### src/rtl/fetch_sequencer.sv
// Two-byte instruction fetch sequencer: reads low then high byte from 8-bit memory into the IR, owns the PC.
// Latency: InstrValid rises 4 edges after Start is sampled (zero-wait memory); minimum 5 cycles per instruction.
// Backpressure: stalls in request states while MemReady=0 (optional timeout to FAULT); holds InstrValid until ExecDone.
// Ports: Clock/Reset (async active-low); memory side MemReq/MemAddr/MemReady/MemData;
//        IR side IRWrite/IRLH/IRData; decoder side InstrValid/ExecDone/PCLoad/PCIn; status PC/Busy/Fault.
module fetch_sequencer #(
    parameter int                 ADDR_W         = 16,
    parameter logic [ADDR_W-1:0]  RESET_PC       = '0,
    parameter int                 TIMEOUT_CYCLES = 15
) (
    input  logic              Clock,
    input  logic              Reset,
    input  logic              Start,
    input  logic              MemReady,
    input  logic [7:0]        MemData,
    input  logic              ExecDone,
    input  logic              PCLoad,
    input  logic [ADDR_W-1:0] PCIn,
    output logic              MemReq,
    output logic [ADDR_W-1:0] MemAddr,
    output logic              IRWrite,
    output logic              IRLH,
    output logic [7:0]        IRData,
    output logic              InstrValid,
    output logic [ADDR_W-1:0] PC,
    output logic              Busy,
    output logic              Fault
);

    localparam int CNT_W = (TIMEOUT_CYCLES < 2) ? 1 : $clog2(TIMEOUT_CYCLES + 1);
    localparam logic [CNT_W-1:0] TMO_LIMIT = CNT_W'(TIMEOUT_CYCLES);

    typedef enum logic [2:0] {
        S_IDLE,
        S_REQ_LO,
        S_WR_LO,
        S_REQ_HI,
        S_WR_HI,
        S_WAIT_EXEC,
        S_FAULT
    } state_t;

    state_t            state_q, state_d;
    logic [ADDR_W-1:0] pc_q, pc_d;
    logic [7:0]        byte_q, byte_d;
    logic [CNT_W-1:0]  wait_q, wait_d;

    // Outputs are flops loaded from the next-state decode, so nothing
    // combinational reaches a port from an input.
    logic       mem_req_q, mem_req_d;
    logic       ir_write_q, ir_write_d;
    logic       ir_lh_q, ir_lh_d;
    logic [7:0] ir_data_q, ir_data_d;
    logic       instr_valid_q, instr_valid_d;
    logic       busy_q, busy_d;
    logic       fault_q, fault_d;

    always_comb begin
        state_d = state_q;
        pc_d    = pc_q;
        byte_d  = byte_q;
        wait_d  = wait_q;

        case (state_q)
            S_IDLE: begin
                if (Start) begin
                    state_d = S_REQ_LO;
                    wait_d  = '0;
                end
            end
            S_REQ_LO, S_REQ_HI: begin
                // An accept in the same cycle the limit is reached wins over the timeout.
                if (MemReady) begin
                    byte_d  = MemData;
                    pc_d    = pc_q + ADDR_W'(1);
                    state_d = (state_q == S_REQ_LO) ? S_WR_LO : S_WR_HI;
                end else if (TIMEOUT_CYCLES != 0) begin
                    if (wait_q == TMO_LIMIT) begin
                        state_d = S_FAULT;
                    end else begin
                        wait_d = wait_q + CNT_W'(1);
                    end
                end
            end
            S_WR_LO: begin
                state_d = S_REQ_HI;
                wait_d  = '0;
            end
            S_WR_HI: begin
                state_d = S_WAIT_EXEC;
            end
            S_WAIT_EXEC: begin
                if (ExecDone) begin
                    if (PCLoad) begin
                        pc_d = PCIn;
                    end
                    if (Start) begin
                        state_d = S_REQ_LO;
                        wait_d  = '0;
                    end else begin
                        state_d = S_IDLE;
                    end
                end
            end
            S_FAULT: begin
                state_d = S_FAULT;
            end
            default: begin
                state_d = S_IDLE;
            end
        endcase

        mem_req_d     = (state_d == S_REQ_LO) || (state_d == S_REQ_HI);
        ir_write_d    = (state_d == S_WR_LO) || (state_d == S_WR_HI);
        ir_lh_d       = (state_d == S_WR_HI);
        ir_data_d     = ir_write_d ? byte_d : 8'h00;
        instr_valid_d = (state_d == S_WAIT_EXEC);
        busy_d        = (state_d != S_IDLE) && (state_d != S_FAULT);
        fault_d       = (state_d == S_FAULT);
    end

    always_ff @(posedge Clock or negedge Reset) begin
        if (!Reset) begin
            state_q       <= S_IDLE;
            pc_q          <= RESET_PC;
            byte_q        <= 8'h00;
            wait_q        <= '0;
            mem_req_q     <= 1'b0;
            ir_write_q    <= 1'b0;
            ir_lh_q       <= 1'b0;
            ir_data_q     <= 8'h00;
            instr_valid_q <= 1'b0;
            busy_q        <= 1'b0;
            fault_q       <= 1'b0;
        end else begin
            state_q       <= state_d;
            pc_q          <= pc_d;
            byte_q        <= byte_d;
            wait_q        <= wait_d;
            mem_req_q     <= mem_req_d;
            ir_write_q    <= ir_write_d;
            ir_lh_q       <= ir_lh_d;
            ir_data_q     <= ir_data_d;
            instr_valid_q <= instr_valid_d;
            busy_q        <= busy_d;
            fault_q       <= fault_d;
        end
    end

    assign MemReq     = mem_req_q;
    assign MemAddr    = pc_q;
    assign IRWrite    = ir_write_q;
    assign IRLH       = ir_lh_q;
    assign IRData     = ir_data_q;
    assign InstrValid = instr_valid_q;
    assign PC         = pc_q;
    assign Busy       = busy_q;
    assign Fault      = fault_q;

endmodule

### config.mk
export PLATFORM = sky130hd
export DESIGN_NAME = fetch_sequencer
export DESIGN_NICKNAME = d
export VERILOG_FILES = /design/src/rtl/fetch_sequencer.sv
export SDC_FILE = /design/constraint.sdc
export NUM_CORES = 1
export LEC_CHECK = 0
export ABC_AREA = 1
export ABC_CLOCK_PERIOD_IN_PS = 3440
export CAP_MARGIN = 5
export CORE_ASPECT_RATIO = 0.8
export CORE_MARGIN = 2
export CORE_UTILIZATION = 48
export DETAILED_ROUTE_END_ITERATION = 10
export PLACE_DENSITY = 0.85
export SETUP_SLACK_MARGIN = 0.5
export SLEW_MARGIN = 0
export SYNTH_ARGS = -nofsm -noshare
export SYNTH_HDL_FRONTEND = slang
export SYNTH_SLANG_ARGS = --single-unit
### constraint.sdc
create_clock -name Clock -period 3.44 [get_ports Clock]
set_input_delay 0.688 -clock Clock [delete_from_list [all_inputs] [get_ports Clock]]
set_output_delay 0.688 -clock Clock [all_outputs]
set_load 0.005 [all_outputs]
# Yosys cells after proc, flatten, opt, wreduce, memory -nomap -nowiden
# Index checks and enable logic that the tools add are counted.
[word_totals]
register_bits = 45
latch_bits = 0
mem_bits_rw = 0
rom_bits = 0
memories = 0
[op_classes]
addsub = 2
mul = 0
n_div = 0
order_cmp = 0
n_eq_ne = 19
shift = 0
muxes = 19
bitwise_logic = 0
reduce_logical = 10
[ops]
columns = ["operator", "n"]
rows = [
  ["$mux W16", 3],
  ["$pmux W16 S2", 1],
  ["$mux W8", 3],
  ["$eq A3 B3 Y1 const B", 6],
  ["$pmux W3 S6", 1],
  ["$add A16 B1 Y16 const B", 1],
  ["$mux W4", 4],
  ["$pmux W4 S4", 1],
  ["$mux W3", 5],
  ["$eq A3 B2 Y1 const B", 4],
  ["$ne A2 B2 Y1 const B", 5],
  ["$reduce_and A4 Y1", 2],
  ["$eq A3 B1 Y1 const B", 2],
  ["$add A4 B1 Y4 const B", 1],
  ["$eq A4 B4 Y1 const B", 1],
  ["$reduce_bool A4 Y1", 1],
  ["$logic_not A3 Y1", 1],
  ["$ne A3 B3 Y1 const B", 1],
  ["$reduce_bool A3 Y1", 1],
  ["$logic_or A1 B1 Y1", 2],
  ["$reduce_bool A2 Y1", 1],
  ["$reduce_or A2 Y1", 1],
  ["$logic_and A1 B1 Y1", 1],
  ["$mux W1", 1],
]

# Logic depth before layout (Yosys ltp)
[logic_depth]
ltp_word = 7
depth_mapped = 10
mapped_depth_nobuf = 9

# Least setup slack after synthesis
# OpenSTA, ideal clock, no wires.
[synth_path]
path_kind = "register -> register"
start = "register pc_q[1] (netlist: MemAddr[1])"
end = "register pc_q[8] (netlist: MemAddr[8])"
setup_time_ns = 0.126
t_arrival_ns = 1.263
setup_slack_ns = 2.051
path_stages_with_launch = 9
n_path_buf = 0
synth_period_minus_slack_ns = 1.389
cell_sequence = "dfrtp_1 -> ha_1 -> nand2_1 -> nor2_2 -> nand2_1 -> nand2_1 -> nand3_1 -> nand2_1 -> o21ai_0"
[synth_via]
elab_chain_len = 3
[synth_lines]
columns = ["element", "line", "rtl"]
rows = [
  ["from (decl)", "44", "logic [ADDR_W-1:0] pc_q, pc_d;"],
  ["from (signal assigned)", "137", "pc_q <= pc_d;"],
  ["$add A16 B1 Y16", "75", "pc_d = pc_q + ADDR_W'(1);"],
  ["$mux W16", "73", "if (MemReady) begin"],
  ["$pmux W16 S2", "64", "case (state_q)"],
]
# Every way passes these cells. The select of a mux whose other input is x is not followed.
# A chain may end at the register's enable or synchronous reset.

# Final worst setup path
[layout_path]
start = "register pc_q[2] (netlist: MemAddr[2])"
end = "output MemAddr[2]"
[layout_lines]
columns = ["element", "line", "rtl"]
rows = [
  ["to (decl)", "20", "output logic [ADDR_W-1:0] MemAddr,"],
]
# No word-level cell between the ends.

==> results by group <==
Status
  • Result of the run: finished clean

Critical path
  • Slowest cell delay on critical path: about 0.57 ns
  • Slack of the worst reg-to-reg path: 1.42 ns
  • Type of element capturing the critical path: output pin
  • Cell chain of the critical path: clkdlybuf4s50_1
  • Critical Path RT: ~2.8 ns
  • Critical path arrival: 1.35 ns
  • Critical-path top delay cell: clkdlybuf4s50_1
  • Worst Reg-to-Reg Cells: 8
  • Launch instance of the worst register-to-register path: state_q[1]
  • Maximum fanout encountered on the critical timing path: 9
  • Buffers plus inverters on the worst setup path: 1
  • Cell family contributing the most delay on the critical path: buffers and inverters
  • Element type at the critical path start: register
  • Classification of the worst setup path: reg -> out
  • Reg-to-Reg End: MemAddr[1]

Drt
  • Vias per Instance: roughly 5
  • Antenna violation net count after detailed routing: 0
  • Total number of vias: 2086
  • Detailed-router iteration count before antenna repair: 4
  • Initial DRC count: 141
  • Total detailed-routing wirelength: 5.08 mm
  • Number of design rule violations left after detail routing: 0
  • Detail-routed net length per standard cell: ~12 µm

Pwr
  • VDD IR-drop max: 392 µV
  • Leakage component of the power: about 1.5 nW
  • Total power divided by cell area: approximately 720 mW/mm²

GRT
  • Routing usage on met3: 0.0508
  • Met2 Resource Use GR: 0.369
  • Pin count of the biggest net entering global routing: 38
  • Global routing usage summed across all routing layers: 0.217
  • Vias in the first global route: 1964
  • Number of antenna violations at the first check in global routing: 0
  • Global-route wire length before repair: just under 9 mm
  • Most used routing layer in global routing: met2
  • Met1 GRT Util: 0.274
  • Global-route congestion overflow total: 0

Logic synthesis
  • Seq cells post-synth: 37
  • Cell area after synthesis: roughly 0.0022 mm²
  • Number of flops mapped to enable cells by yosys: 0
  • Yosys top cell by area: dfrtp_1
  • Synthesized instance count: 307
  • Sequential share of the synthesized area: 0.424
  • Top post-synthesis cells by area: dfrtp_1 42%, nand2_1 16%, nor2_1 8.3%
  • Most instantiated flip-flop cell in the synthesis netlist: dfrtp_1
  • Syn_nets: roughly 340
  • Top-area cell type share of the netlist area: 0.424
  • Post-synthesis async set-or-reset flop share: 1.00
  • Cell variety after synth: 24
  • Warning count from the yosys run: 0
  • Mean area per synthesized cell: about 7.1 µm²

STA
  • Headroom to the max-slew limit: 0.458
  • Share of the clock period used by the worst path after layout: 0.593
  • Final Slew Violations: 0
  • Actual slew at the worst max-slew pin: 0.813 ns
  • Layout Skew: around 0.0047 ns
  • RSZ-0062 raised after global routing: false
  • Worst setup margin: approximately 1.4 ns
  • Maximum frequency from static timing analysis: just under 500 MHz
  • Number of setup violations in the final report: 0
  • TNS Setup: 0 ns
  • Post-layout minimum cycle time: approximately 2 ns
  • Hold Worst Slack: roughly 0.50 ns
  • Endpoints failing hold: 0

Die
  • Core region area: between 0.004 and 0.005 mm²
  • Vert. Die Dim: about 64 µm
  • Chip width: between 70 and 80 µm
  • Effective utilization at floorplan: 0.509
  • Number of cell rows: 21
  • Top-level I/O count: 76
  • Total Die Area: ~0.005 mm²

CTS
  • Post-CTS resize count: 0
  • TritonCTS sink count: 37
  • H-tree depth reported by CTS: 2
  • Post-CTS Setup Inserts: 0
  • Number of buffers created by CTS: 5
  • Clock insertion delay at the later pin of the skew report: 0.28 ns
  • Number of hold buffers added after cts: 0
  • Clock Tree Buf Depth: 2
  • Clk pin slew, worst setup/hold paths: roughly 0.06 ns
  • Clk root buf: clkbuf_8
  • CTS tree: built

Layout
  • Signed area change from the synthesized netlist to the final layout: 34.0%
  • Non-filler instance count after layout: 424
  • Nets: 399
  • Share of the core filled with cells in the final layout: 0.683
  • Diode insertion count for antenna repair: 0
  • Most frequent cells in the layout: 95 x nand2_1, 74 x clkdlybuf4s50_1, 48 x nor2_1, 37 x dfrtp_1, 34 x inv_1
  • Number of filler cells placed in the layout: about 360
  • Commonest non-fill, non-tap cell in the layout: nand2_1
  • Share of post-route cells with drive strength above 1: 0.0545

Placement
  • Post-DP HPWL: around 3.8 mm
  • Dpl cells: approximately 420
  • Final weighted congestion of routability-driven global placement: 0.842
  • Worst setup slack before clock tree synthesis: ~1.4 ns
  • Quantity of I/O buffers inserted on ports: 75

Worst hold path
  • Type of the most critical hold path: in -> async

Flow run
  • Max capacitance violation total: 0
[power breakdown]
| part | switching, W | total, W | internal [W] | leakage, nW |
|---|---|---|---|---|
| Combinational | 0.000523 | 0.00106 | 0.000536 | 0.948 |
| Sequential | 0.000182 | 0.000761 | 0.000578 | 0.483 |
| Clock | 0.000136 | 0.000294 | 0.000159 | 0.0443 |
| Total | 0.000840 | 0.00211 | 0.00127 | 1.48 |
[area by class of cell]
cell class / count / area, µm² / area share
multi-input combinational: 211 / 956 / 0.327
timing repair buffer: 75 / 746 / 0.255
clock buffer: 7 / 86.3 / 0.0295
inverter: 37 / 139 / 0.0475
tap: 57 / 71.3 / 0.0244
sequential: 37 / 926 / 0.317
[how the worst max path moves through the flow]
| stage | slack (ns) | depth (start not counted) | end | start |
|---|---|---|---|---|
| finish | 1.40 | 1 | MemAddr[2] | MemAddr[2] |
| global route | 1.14 | 7 | MemAddr[9] | state_q[1] |
| CTS | 1.38 | 1 | PC[2] | MemAddr[2] |
| detailed placement | 1.38 | 8 | Busy | MemReady |
| global placement | 1.43 | 7 | MemAddr[1] | MemReady |
| floorplan | 2.05 | 8 | MemAddr[8] | MemAddr[1] |
[cells by family (layout without fill, tap and decap cells)]
kind of cell    count (synthesis)  after routing  share of synthesized area
flops                          37             37                      0.424
mux                             1              1                    0.00459
compound gates                 17             17                     0.0419
buf+inv                        59            119                      0.138
fa+ha+maj                       2              2                     0.0115
simple gates                  186            186                      0.360
xor+xnor                        5              5                     0.0201
[sequential cells by signal (all words and copies together), names as in the netlist]
register    cells
IRData          8
IRWrite         1
Busy            1
MemAddr        16
InstrValid      1
IRLH            1
wait_q          4
Fault           1
MemReq          1
state_q         3
[cells in the mapped netlist, types with 2 or more instances]
cell	instances
o21ai_0	10
buf_4	18
dfrtp_1	37
nand4_1	5
ha_1	2
nor2_2	2
nor2_1	48
or2_2	3
nand2_1	95
xor2_1	5
a21oi_1	4
buf_2	3
nand3_1	28
inv_2	3
inv_1	34
nand2_4	2
[metal layers]
layer	up-vias	part of all wire
li1	1047	-
met5	-	0
met3	6	0.062
met4	0	0.0073
met1	958	0.45
met2	75	0.48
[through the flow]
| stage | instance area, µm² | total power (W) |
|---|---|---|
| floorplan | 2180 | 0.00140 |
| global placement | 2840 | 0.00179 |
| detailed placement | 2840 | 0.00182 |
| CTS | 2920 | 0.00213 |
| global route | 2920 | 0.00232 |
| finish | 2920 | 0.00211 |
Note: power is estimated with default switching activity, not from simulation.
